--- src/rtl/ram_burst_ctrl_if.sv ---
// rtl/ram_burst_ctrl_if.sv - request, write-data, read-data and RAM pin bundle for ram_burst_ctrl
interface ram_burst_ctrl_if #(
  parameter int AW = 10,
  parameter int DW = 8,
  parameter int LW = 8
);
  logic          req_valid;
  logic          req_ready;
  logic          req_wr;
  logic [AW-1:0] req_addr;
  logic [LW-1:0] req_len;
  logic          wdata_valid;
  logic          wdata_ready;
  logic [DW-1:0] wdata;
  logic          rdata_valid;
  logic          rdata_ready;
  logic [DW-1:0] rdata;
  logic          done;
  logic          busy;
  logic          ram_cs;
  logic          ram_wr;
  logic [AW-1:0] ram_addr;
  logic [DW-1:0] ram_din;
  logic [DW-1:0] ram_dout;

  modport slave (
    input  req_valid, req_wr, req_addr, req_len,
    input  wdata_valid, wdata, rdata_ready, ram_dout,
    output req_ready, wdata_ready, rdata_valid, rdata, done, busy,
    output ram_cs, ram_wr, ram_addr, ram_din
  );

  modport master (
    output req_valid, req_wr, req_addr, req_len,
    output wdata_valid, wdata, rdata_ready, ram_dout,
    input  req_ready, wdata_ready, rdata_valid, rdata, done, busy,
    input  ram_cs, ram_wr, ram_addr, ram_din
  );
endinterface

--- src/rtl/ram_burst_ctrl.sv ---
// rtl/ram_burst_ctrl.sv - burst sequencer for a 1024x8 asynchronous RAM
// Writes are framed setup/strobe so address and data are frozen whenever ram_wr is high.
module ram_burst_ctrl #(
  parameter int AW = 10,
  parameter int DW = 8,
  parameter int LW = 8
) (
  input logic              clk,
  input logic              rst_n,
  ram_burst_ctrl_if.slave  io_bus
);

  typedef enum logic [2:0] {
    S_IDLE,
    S_WR_WAIT,
    S_WR_SETUP,
    S_WR_STROBE,
    S_RD_RUN
  } state_t;

  state_t        r_state;
  logic [AW-1:0] r_cur_addr;
  logic [LW-1:0] r_beats_left;
  logic          r_ram_cs;
  logic          r_ram_wr;
  logic [AW-1:0] r_ram_addr;
  logic [DW-1:0] r_ram_din;
  logic [DW-1:0] r_rdata;
  logic          r_rdata_valid;
  logic          r_done;
  logic          r_rd_final;

  state_t        w_state;
  logic [AW-1:0] w_cur_addr;
  logic [LW-1:0] w_beats_left;
  logic          w_ram_cs;
  logic          w_ram_wr;
  logic [AW-1:0] w_ram_addr;
  logic [DW-1:0] w_ram_din;
  logic [DW-1:0] w_rdata;
  logic          w_rdata_valid;
  logic          w_done;
  logic          w_rd_final;

  logic          w_req_ready;
  logic          w_req_fire;
  logic          w_rd_slot;
  logic          w_rd_hs;

  assign w_req_ready = (r_state == S_IDLE) & ~r_rdata_valid;
  assign w_req_fire  = io_bus.req_valid & w_req_ready;
  assign w_rd_slot   = ~r_rdata_valid | io_bus.rdata_ready;
  assign w_rd_hs     = r_rdata_valid & io_bus.rdata_ready;

  always_comb begin
    w_state       = r_state;
    w_cur_addr    = r_cur_addr;
    w_beats_left  = r_beats_left;
    w_ram_cs      = r_ram_cs;
    w_ram_wr      = r_ram_wr;
    w_ram_addr    = r_ram_addr;
    w_ram_din     = r_ram_din;
    w_rdata       = r_rdata;
    w_rdata_valid = r_rdata_valid;
    w_done        = 1'b0;
    w_rd_final    = r_rd_final;

    // Output slot drains first; a sample in RD_RUN below may refill it on the same edge.
    if (w_rd_hs) begin
      w_rdata_valid = 1'b0;
      w_rd_final    = 1'b0;
      if (r_rd_final) begin
        w_done = 1'b1;
      end
    end

    case (r_state)
      S_IDLE: begin
        if (w_req_fire) begin
          w_cur_addr   = io_bus.req_addr;
          w_beats_left = io_bus.req_len;
          if (io_bus.req_wr) begin
            w_state = S_WR_WAIT;
          end else begin
            w_state    = S_RD_RUN;
            w_ram_addr = io_bus.req_addr;
            w_ram_cs   = 1'b1;
            w_ram_wr   = 1'b0;
          end
        end
      end

      S_WR_WAIT: begin
        w_ram_cs = 1'b0;
        w_ram_wr = 1'b0;
        if (io_bus.wdata_valid) begin
          w_ram_din  = io_bus.wdata;
          w_ram_addr = r_cur_addr;
          w_ram_cs   = 1'b1;
          w_state    = S_WR_SETUP;
        end
      end

      S_WR_SETUP: begin
        w_ram_wr = 1'b1;
        w_state  = S_WR_STROBE;
      end

      S_WR_STROBE: begin
        w_ram_wr   = 1'b0;
        w_ram_cs   = 1'b0;
        w_cur_addr = r_cur_addr + 1'b1;
        if (r_beats_left == '0) begin
          w_state = S_IDLE;
          w_done  = 1'b1;
        end else begin
          w_beats_left = r_beats_left - 1'b1;
          w_state      = S_WR_WAIT;
        end
      end

      S_RD_RUN: begin
        w_ram_cs = 1'b1;
        w_ram_wr = 1'b0;
        if (w_rd_slot) begin
          w_rdata       = io_bus.ram_dout;
          w_rdata_valid = 1'b1;
          w_ram_addr    = r_ram_addr + 1'b1;
          w_cur_addr    = r_cur_addr + 1'b1;
          if (r_beats_left == '0) begin
            w_ram_cs   = 1'b0;
            w_rd_final = 1'b1;
            w_state    = S_IDLE;
          end else begin
            w_beats_left = r_beats_left - 1'b1;
          end
        end
      end

      default: begin
        w_state  = S_IDLE;
        w_ram_cs = 1'b0;
        w_ram_wr = 1'b0;
      end
    endcase
  end

  always_ff @(posedge clk) begin
    if (!rst_n) begin
      r_state       <= S_IDLE;
      r_cur_addr    <= '0;
      r_beats_left  <= '0;
      r_ram_cs      <= 1'b0;
      r_ram_wr      <= 1'b0;
      r_ram_addr    <= '0;
      r_ram_din     <= '0;
      r_rdata       <= '0;
      r_rdata_valid <= 1'b0;
      r_done        <= 1'b0;
      r_rd_final    <= 1'b0;
    end else begin
      r_state       <= w_state;
      r_cur_addr    <= w_cur_addr;
      r_beats_left  <= w_beats_left;
      r_ram_cs      <= w_ram_cs;
      r_ram_wr      <= w_ram_wr;
      r_ram_addr    <= w_ram_addr;
      r_ram_din     <= w_ram_din;
      r_rdata       <= w_rdata;
      r_rdata_valid <= w_rdata_valid;
      r_done        <= w_done;
      r_rd_final    <= w_rd_final;
    end
  end

  assign io_bus.req_ready   = w_req_ready;
  assign io_bus.wdata_ready = (r_state == S_WR_WAIT);
  assign io_bus.busy        = (r_state != S_IDLE);
  assign io_bus.rdata       = r_rdata;
  assign io_bus.rdata_valid = r_rdata_valid;
  assign io_bus.done        = r_done;
  assign io_bus.ram_cs      = r_ram_cs;
  assign io_bus.ram_wr      = r_ram_wr;
  assign io_bus.ram_addr    = r_ram_addr;
  assign io_bus.ram_din     = r_ram_din;

endmodule

--- src/flat_wrapper.sv ---
// flat-port wrapper written by rule: the top's interface ports become plain ports
module ram_burst_ctrl_flat 
#(
  parameter int AW = 10,
  parameter int DW = 8,
  parameter int LW = 8
)
  (clk, rst_n, io_bus_req_valid, io_bus_req_wr, io_bus_req_addr, io_bus_req_len, io_bus_wdata_valid, io_bus_wdata, io_bus_rdata_ready, io_bus_ram_dout, io_bus_req_ready, io_bus_wdata_ready, io_bus_rdata_valid, io_bus_rdata, io_bus_done, io_bus_busy, io_bus_ram_cs, io_bus_ram_wr, io_bus_ram_addr, io_bus_ram_din);
  ram_burst_ctrl_if #(.AW(AW), .DW(DW), .LW(LW)) io_bus_i ();
  input logic clk;
  input logic rst_n;
  input wire logic [$bits(io_bus_i.req_valid)-1:0] io_bus_req_valid;
  input wire logic [$bits(io_bus_i.req_wr)-1:0] io_bus_req_wr;
  input wire logic [$bits(io_bus_i.req_addr)-1:0] io_bus_req_addr;
  input wire logic [$bits(io_bus_i.req_len)-1:0] io_bus_req_len;
  input wire logic [$bits(io_bus_i.wdata_valid)-1:0] io_bus_wdata_valid;
  input wire logic [$bits(io_bus_i.wdata)-1:0] io_bus_wdata;
  input wire logic [$bits(io_bus_i.rdata_ready)-1:0] io_bus_rdata_ready;
  input wire logic [$bits(io_bus_i.ram_dout)-1:0] io_bus_ram_dout;
  output wire logic [$bits(io_bus_i.req_ready)-1:0] io_bus_req_ready;
  output wire logic [$bits(io_bus_i.wdata_ready)-1:0] io_bus_wdata_ready;
  output wire logic [$bits(io_bus_i.rdata_valid)-1:0] io_bus_rdata_valid;
  output wire logic [$bits(io_bus_i.rdata)-1:0] io_bus_rdata;
  output wire logic [$bits(io_bus_i.done)-1:0] io_bus_done;
  output wire logic [$bits(io_bus_i.busy)-1:0] io_bus_busy;
  output wire logic [$bits(io_bus_i.ram_cs)-1:0] io_bus_ram_cs;
  output wire logic [$bits(io_bus_i.ram_wr)-1:0] io_bus_ram_wr;
  output wire logic [$bits(io_bus_i.ram_addr)-1:0] io_bus_ram_addr;
  output wire logic [$bits(io_bus_i.ram_din)-1:0] io_bus_ram_din;
  assign io_bus_i.req_valid = io_bus_req_valid;
  assign io_bus_i.req_wr = io_bus_req_wr;
  assign io_bus_i.req_addr = io_bus_req_addr;
  assign io_bus_i.req_len = io_bus_req_len;
  assign io_bus_i.wdata_valid = io_bus_wdata_valid;
  assign io_bus_i.wdata = io_bus_wdata;
  assign io_bus_i.rdata_ready = io_bus_rdata_ready;
  assign io_bus_i.ram_dout = io_bus_ram_dout;
  assign io_bus_req_ready = io_bus_i.req_ready;
  assign io_bus_wdata_ready = io_bus_i.wdata_ready;
  assign io_bus_rdata_valid = io_bus_i.rdata_valid;
  assign io_bus_rdata = io_bus_i.rdata;
  assign io_bus_done = io_bus_i.done;
  assign io_bus_busy = io_bus_i.busy;
  assign io_bus_ram_cs = io_bus_i.ram_cs;
  assign io_bus_ram_wr = io_bus_i.ram_wr;
  assign io_bus_ram_addr = io_bus_i.ram_addr;
  assign io_bus_ram_din = io_bus_i.ram_din;
  ram_burst_ctrl #(.AW(AW), .DW(DW), .LW(LW)) u_core (.clk(clk), .rst_n(rst_n), .io_bus(io_bus_i));
endmodule
--- config.mk ---
export PLATFORM = sky130hd
export DESIGN_NAME = ram_burst_ctrl_flat
export DESIGN_NICKNAME = d
export VERILOG_FILES = /design/src/rtl/ram_burst_ctrl_if.sv /design/src/rtl/ram_burst_ctrl.sv /design/src/flat_wrapper.sv
export SDC_FILE = /design/constraint.sdc
export NUM_CORES = 1
export LEC_CHECK = 0
export CORE_ASPECT_RATIO = 0.6
export CORE_MARGIN = 2
export CORE_UTILIZATION = 44
export CTS_CLUSTER_DIAMETER = 60
export DETAILED_ROUTE_END_ITERATION = 12
export GPL_TIMING_DRIVEN = 0
export PLACE_DENSITY = 0.83
export SYNTH_ARGS = -nofsm -noshare
export SYNTH_HDL_FRONTEND = slang
export SYNTH_SLANG_ARGS = --single-unit
--- constraint.sdc ---
create_clock -name clk -period 1.5 [get_ports clk]
set_input_delay 0.15 -clock clk [delete_from_list [all_inputs] [get_ports clk]]
set_output_delay 0.15 -clock clk [all_outputs]
set_load 0.1 [all_outputs]
# ---- Word level (Yosys, flattened, before mapping)
# Cells that the tools add are included.
dict set report word_totals {
  register_bits 52
  in_bits 40
  output_inout_bits 33
}
dict set report op_classes {
  n_addsub 3
  n_eq_ne 9
  muxes 39
  bitwise 6
  reduce_logical 12
}
# cell n
set op_table {}
lappend op_table {{$mux 10} 6}
lappend op_table {{$pmux 10 s3} 2}
lappend op_table {{$mux 8} 3}
lappend op_table {{$pmux 8 s3} 1}
lappend op_table {{$add 10x1->10 const B} 2}
lappend op_table {{$mux 1} 19}
lappend op_table {{$mux 3} 5}
lappend op_table {{$pmux 3 s5} 1}
lappend op_table {{$reduce_bool 3->1} 3}
lappend op_table {{$logic_not 8->1} 1}
lappend op_table {{$sub 8x1->8 const B} 1}
lappend op_table {{$eq 3x2->1 const B} 2}
lappend op_table {{$ne 2x1->1 const B} 3}
lappend op_table {{$reduce_and 2->1} 3}
lappend op_table {{$reduce_and 3->1} 2}
lappend op_table {{$reduce_and 5->1} 1}
lappend op_table {{$ne 2x2->1 const B} 2}
lappend op_table {{$pmux 1 s4} 1}
lappend op_table {{$reduce_and 4->1} 1}
lappend op_table {{$and 1x1->1} 3}
lappend op_table {{$eq 3x1->1 const B} 1}
lappend op_table {{$eq 3x3->1 const B} 1}
lappend op_table {{$logic_not 3->1} 1}
lappend op_table {{$not 1->1} 2}
lappend op_table {{2 further kinds} 2}

# ---- Longest topological paths before layout
# Gate-level depths: netlist of the first run.
dict set report depth {
  depth_word 5
  ltp_mapped 7
}

# ---- Worst setup path before layout of the first run
# No wires, ideal clock.
dict set report synth_timing {
  path_type {register to output}
  start {register u_core.r_state[0]}
  end {output io_bus_req_ready}
  t_arrival_ns 2.890
  required_time_ns 1.350
  setup_slack_ns -1.540
  stages_incl_launch_ff 5
  path_cell_list {dfxtp_1 -> buf_2 -> nor2_1 -> nand2_1 -> nor2_1}
}
dict set report synth_between {
  elab_chain_cells 2
}
# element line
set synth_lines {}
lappend synth_lines {{start: declaration} ram_burst_ctrl.sv:21} ;# state_t r_state;
lappend synth_lines {{start signal: assignment} ram_burst_ctrl.sv:162} ;# r_state <= w_state;
lappend synth_lines {{$logic_not 3->1} ram_burst_ctrl.sv:50} ;# assign w_req_ready = (r_state == S_IDLE) & ~r_rdata_valid;
lappend synth_lines {{$and 1x1->1} ram_burst_ctrl.sv:50}
lappend synth_lines {{end: declaration} flat_wrapper.sv:20} ;# output wire logic [$bits(io_bus_i.req_ready)-1:0] io_bus_req_ready;
# Every way passes these cells.

# ---- Worst setup path in the final report of the first run
dict set report layout_timing {
  start {register u_core.r_state[1]}
  end {register u_core.r_ram_addr[7], in the netlist u_core.io_bus.ram_addr[7]}
}
dict set report layout_between {
  elab_chain_cells 5
  word_cells_on_any_way 12
  cone_classes {eq/ne: 6; mux: 1; bitwise: 2; reduce/logical: 3}
}
# element line
set layout_lines {}
lappend layout_lines {{$logic_not 3->1} {ram_burst_ctrl.sv:50, ram_burst_ctrl.sv:77}}
lappend layout_lines {{$and 1x1->1} ram_burst_ctrl.sv:50}
lappend layout_lines {{$and 1x1->1} ram_burst_ctrl.sv:51} ;# assign w_req_fire = io_bus.req_valid & w_req_ready;
lappend layout_lines {{$ne 2x1->1 (no line)} n/a}
lappend layout_lines {{$reduce_and 5->1 (no line)} n/a}
lappend layout_lines {{end signal: assignment} ram_burst_ctrl.sv:167} ;# r_ram_addr <= w_ram_addr;
lappend layout_lines {{end: declaration} ram_burst_ctrl.sv:26} ;# logic [AW-1:0] r_ram_addr;
# Parallel ways exist; a longest one is shown, timed or not.
# A chain may end at the register's enable or synchronous reset.

==> results of run 1 <==
cells by family (layout without fill, tap and decap cells):
| family | count (synthesis) | in the layout |
|---|---|---|
| buf+inv | 27 | 148 |
| compound gates | 127 | 128 |
| fa+ha+maj | 4 | 4 |
| flops | 52 | 52 |
| xor+xnor | 2 | 2 |
| simple gates | 158 | 158 |
| mux | 1 | 1 |
layout make-up:
| class | instances | area (µm²) |
|---|---|---|
| tap | 84 | 105.1 |
| buffer | 20 | 166.4 |
| multi-input combinational | 293 | 2151 |
| sequential | 52 | 1084 |
| inverter | 6 | 27.53 |
| clock inverter | 3 | 26.28 |
| clock buffer | 5 | 68.82 |
| timing repair buffer | 114 | 1149 |
| fill | 367 | 1361 |
registers in the layout, summed over array words and instances, names as in the netlist:
signal / cells
u_core.io_bus.ram_wr: 1
u_core.io_bus.done: 1
u_core.r_rd_final: 1
u_core.io_bus.rdata: 8
u_core.io_bus.ram_addr: 10
u_core.r_state: 3
u_core.io_bus.ram_cs: 1
u_core.io_bus.rdata_valid: 1
u_core.io_bus.ram_din: 8
u_core.r_beats_left: 8
u_core.r_cur_addr: 10
layer usage:
layer  global-route usage  vias up  wire length, µm
met3              0.06897       56             1314
li1                     -     1606                -
met2               0.4315      282             5241
met5                    0        -                0
met4              0.06331        0              457
met1               0.4047     1722             4772
how the worst max path moves through the flow:
| stage | start | endpoint | slack, ns | depth (start not counted) |
|---|---|---|---|---|
| 3_5_place_dp | u_core.r_state[0] | io_bus_req_ready | -0.79 | 5 |
| 2_1_floorplan | u_core.io_bus.ram_addr[0] | u_core.io_bus.ram_addr[6] | -0.31 | 6 |
| 3_3_place_gp | u_core.r_state[0] | io_bus_req_ready | -0.77 | 5 |
| 4_1_cts | u_core.r_state[1] | u_core.r_beats_left[2] | -0.27 | 6 |
| 5_1_grt | u_core.r_state[1] | u_core.io_bus.ram_addr[6] | -0.38 | 6 |
| 6_report | u_core.r_state[1] | u_core.io_bus.ram_addr[7] | -0.35 | 7 |
per-stage QoR:
| stage | util | hold WS (ns) | std cells | area [µm²] | setup TNS [ns] |
|---|---|---|---|---|---|
| floorplan | - | 0.2860 | 371 | 2978 | -2.336 |
| global placement | 0.6180 | 0.4425 | 526 | 3794 | -15.94 |
| detailed placement | 0.6180 | 0.4508 | 526 | 3794 | -16.90 |
| CTS | 0.6975 | 0.2208 | 561 | 4282 | -6.478 |
| global route | 0.7782 | 0.2731 | 577 | 4777 | -10.90 |
| finish | 0.7782 | 0.2294 | 577 | 4777 | -9.180 |
critical path: cells and delay by family, from the launching register on:
kind / cells / cell delay (ns)
buffers and inverters: 3 / 0.46
AOI/OAI and AO/OA: 2 / 0.40
and+or+nand+nor: 2 / 0.55
DFF: 1 / 0.37
where the power goes:
group          switching [mW]  internal, mW
clock                   0.561         0.347
combinational            3.23          2.02
sequential              0.403          1.70
repair_timing:
| item | 4_1_cts | 5_1_grt |
|---|---|---|
| setup buffers | 24 | 18 |
| cloned | 3 | 0 |
| gates resized for setup | 156 | 93 |
| setup endpoints to repair | 82 | 52 |
| pin swaps | 21 | 37 |
cells in the final DEF, fill, tap and decap left out, drive strengths merged, types with 6 or more instances in the layout:
cell type and count:
nor2 30, buf 58, nand3 12, dfxtp 52, clkdlybuf4s15 27, clkdlybuf4s50 38, nand2 72, clkbuf 15
o21ai 21, a32oi 6, a21oi 51, inv 8, a21o 6, nor2b 6, a211oi 9
==> flow_summary.yaml, run 1 <==
clocking:
  cts_sinks: 52
  clockRootBuffer: "clkbuf_8"
  clk_latency_ns: 0.33
  cts_tree: "built"
  clkTransAtPathRegs_ns: 0.11
  hold_buffers: 0
  htreeDepth: 2
  cts_made_buffers: 5
  cts.path.max_buffers: 2
timing:
  setup_ws_ns: -0.3505
  maxSlewViolCount: 0
  final.period_utilization: 1.234
  slew_headroom: 0.5003
  hold_viol: 0
  setup_viol: 44
  worst_pin_slew_ns: 0.7495
  fin_worst_skew_ns: 0.01711
  rsz0062_at_grt: "true"
  period_needed_ns: 1.851
  fmax_mhz: 540.4
global_routing:
  grt_overflow: 0
  grt_use_total: 0.2828
  grt_pass1_wl_um: 15790
  antenna_found_initial: 0
  grt_max_degree: 19
  first_global_vias: 3158
logic_synthesis:
  synth_most_common_cell: "nand2_1"
  ys.flop_type: "dfxtp_1"
  synthXorXnorAreaFrac: 0.006256
  synth_top_family_by_area: "compound AO/OA/AOI/OAI gates"
  async_flop_share: 0
  yosysTopAreaCellShare: 0.3718
  synthMuxAreaShare: 0.003575
  synth-simple-area-share: 0.2685
  syn_avg_cell_area_um2: 7.548
  yosys.area.top_type: "dfxtp_1"
  yosys_register_bits: 52
  syn_inst: 371
  synth_edf_count: 0
  synth_common_cells: "nand2_1, dfxtp_1, a21oi_1"
  synth.area.top_cells: "dfxtp_1, nand2_1, a21oi_1"
  synth.yosys.seq_area_share: 0.3718
  syn_nets: 415
  synth.distinct_cells: 57
  synth_compound_area_frac: 0.2882
  synth_warnings: 0
  yosys.area_share.adder: 0.01787
  synthesis.area_um2: 2800
setup_path:
  critical_path.max_fanout: 10
  rr_endpoint: "u_core.io_bus.ram_addr[7]"
  rr_worst_depth: 7
  required_ns: 1.75
  path_class: "flop to flop"
  worstSetupEndpointType: "flop"
  cp_slowest_cell: "or3b_1"
  start_kind: "flop"
  rr_startpoint: "u_core.r_state[1]"
  critical_path.cell_chain: "or3b_1, buf_6, buf_4, buf_12, o311ai_2, nand3_1, o21ai_1"
  reg2reg_slack_ns: -0.35
  max_stage_delay_ns: 0.41
  cp.arrival_ns: 2.10
die:
  fp.dieH_um: 65.80
  dieWidth_um: 107.0
  ios: 73
  rows: 22
  fp.dieArea_um2: 7039
  start_util: 0.4562
  core_area_um2: 6138
job:
  cap_violations: 0
layout:
  drive_gt1_frac: 0.4057
  final_nets: 536
  syn_to_final_growth_pct: 70.60
  diodes: 0
status:
  violations: "setup timing"
  status: "complete, but fails checks"
power:
  finalPower_mw: 8.265
  power_leakage_nw: 1.736
  p_per_area_nw_per_um2: 1730
  peakVddDrop_mv: 1.289
drt:
  drc_errors: 0
  num_vias: 3666
  wl_um: 11790
  wire_per_inst_um: 20.42
  ant_nets: 0
  drt-pass1-iter-count: 5
  first_iter_violations: 446
  vias_per_cell: 6.354
placement:
  place_ws_ns: -0.7899
  place_congestion: 0.9550
  portBuffers: 71
  dp_hpwl_um: 6380
min_path:
  hp-start: "rst_n"
  worst_hold_path.num_cells: 3
  holdPathEnd: "u_core.io_bus.ram_addr[7]"
  hold_path_class: "input port to flop"
No activity file was read; power rests on OpenSTA's default activity.
==> run 2: changes to the inputs <==
- CORE_UTILIZATION: 44 -> 49
- CTS_BUF_LIST: default -> sky130_fd_sc_hd__clkbuf_16
- PLACE_DENSITY: 0.83 -> 0.87
- clock period: 1.5 -> 2 ns (I/O delays scaled with it)
==> flow_summary.yaml, run 2 (synthesis results as in run 1) <==
power:
  pwr-share-seq: 0.297
  peakVddDrop_mv: 1.095
  finalPower_mw: 5.080
  power_leakage_nw: 1.641
  p_clk_frac: 0.171
  combPwrFrac: 0.532
  p_per_area_nw_per_um2: 1309
  p_int_mw: 2.526
  power.switching_mw: 2.554
  sw_frac_of_total: 0.5027
layout:
  syn_to_final_growth_pct: 38.61
  stdcell_area_um2: 3881
  final_util: 0.7001
  drive_gt1_frac: 0.1104
  regArea_um2: 1055
  final_cell_mix: "nand2_1, a21oi_1, clkdlybuf4s50_1, dfxtp_1, nor2_1"
  multi_input_area_um2: 1704
  diodes: 0
  final_common_cell: "nand2_1"
  fill_cells: 430
  final_nets: 496
setup_path:
  cp.arrival_ns: 1.77
  cp_slowest_cell: "clkdlybuf4s50_1"
  start_kind: "flop"
  path_buf_inv: 1
  max_stage_delay_ns: 1.14
  critical_path.max_fanout: 2
  critical_path.cell_chain: "clkdlybuf4s50_1"
  worstSetupEndpointType: "primary output"
  crit_family: "buffers and inverters"
  required_ns: 1.80
  path_class: "flop to primary output"
timing:
  maxSlewViolCount: 0
  setup-tns-final_ns: 0
  fmax_mhz: 507.9
  fin_worst_skew_ns: 0.003867
  worst_pin_slew_ns: 0.9902
  final.period_utilization: 0.9844
  period_needed_ns: 1.969
  setup_viol: 0
  slew_headroom: 0.3388
  setup_ws_ns: 0.03112
  hold_viol: 0
min_path:
  hold_path_class: "input port to flop"
clocking:
  cts.path.max_buffers: 2
  cts_made_buffers: 5
  hold_buffers: 0
  clk_latency_ns: 0.30
  htreeDepth: 2
  cts_tree: "built"
  clockRootBuffer: "clkbuf_16"
  cts_sinks: 52
  clkTransAtPathRegs_ns: 0.07
placement:
  placed_cell_area_um2: 3635
  place_ws_ns: -0.4557
  portBuffers: 71
  place_congestion: 0.9340
  dp_hpwl_um: 6255
die:
  rows: 21
  start_util: 0.5051
  fp.dieArea_um2: 6355
  fp.dieH_um: 62.56
  core_area_um2: 5544
  ios: 73
  dieWidth_um: 101.6
drt:
  vias_per_cell: 6.090
  first_iter_violations: 385
  ant_nets: 0
  wl_um: 8786
  wire_per_inst_um: 16.48
  drt-pass1-iter-count: 5
  num_vias: 3246
  drc_errors: 0
global_routing:
  antenna_found_initial: 0
  grt_overflow: 0
  grt_use_total: 0.2767
  grt_pass1_wl_um: 14100
  first_global_vias: 2902
  grt_max_degree: 17
status:
  status: "completed"
job:
  cap_violations: 0
## run 2: cell types whose count changed in the layout (fill, tap and decap cells not counted), sizes merged, moves of 2 or more
cell	previous run	this run
clkdlybuf4s50	38	46
clkbuf	15	17
dlygate4sd2	0	8
dlymetal6s2s	0	14
buf	58	15
clkdlybuf4s15	27	0
## run 2: cell type report
cell class                 count  share of cell area
tap                           80             0.02579
multi-input combinational    292              0.4391
inverter                       6            0.005803
buffer                        21             0.02805
sequential                    52              0.2718
timing repair buffer          74              0.1928
clock inverter                 3            0.004513
clock buffer                   5             0.03224
## run 2: what timing repair did
action                     4_1_cts  5_1_grt
pin swaps                        0        3
setup endpoints to repair       20       48
buffers inserted                 0        3
gates resized for setup         27       34
## run 2: layer usage
layer	GRT usage	part of all wire
met5	0	0
met2	0.3775	0.42
met1	0.4019	0.45
met3	0.09396	0.12
met4	0.09628	0.017
## run 2: path summary, 6_finish.rpt
| check | slack (ns) | cells after the start | end | start |
|---|---|---|---|---|
| setup / recovery | 0.03 | 1 | io_bus_ram_din[0] | u_core.io_bus.ram_din[0] |
| hold / removal | 0.30 | 3 | u_core.io_bus.ram_addr[7] | rst_n |
| hold reg to reg | 0.45 | 2 | u_core.io_bus.rdata[6] | u_core.io_bus.rdata[6] |
| setup reg to reg | 0.10 | 7 | u_core.r_beats_left[0] | u_core.r_state[0] |
## run 2: power groups by stage
stage | Combinational [mW] | Clock [mW] | Sequential, mW
3_5_place_dp | 2.60 | 0 | 1.51
6_report | 2.70 | 0.870 | 1.51
5_1_grt | 2.87 | 0.921 | 1.54
3_3_place_gp | 2.56 | 0 | 1.49
2_1_floorplan | 1.30 | 0 | 2.15
4_1_cts | 2.58 | 0.868 | 1.49
## run 2: metrics by stage
stage          hold WS, ns  instances
4_1_cts             0.2859        530
3_3_place_gp        0.4407        522
6_report            0.2979        533
5_1_grt             0.3425        533
3_5_place_dp        0.4500        522
2_1_floorplan       0.3360        371
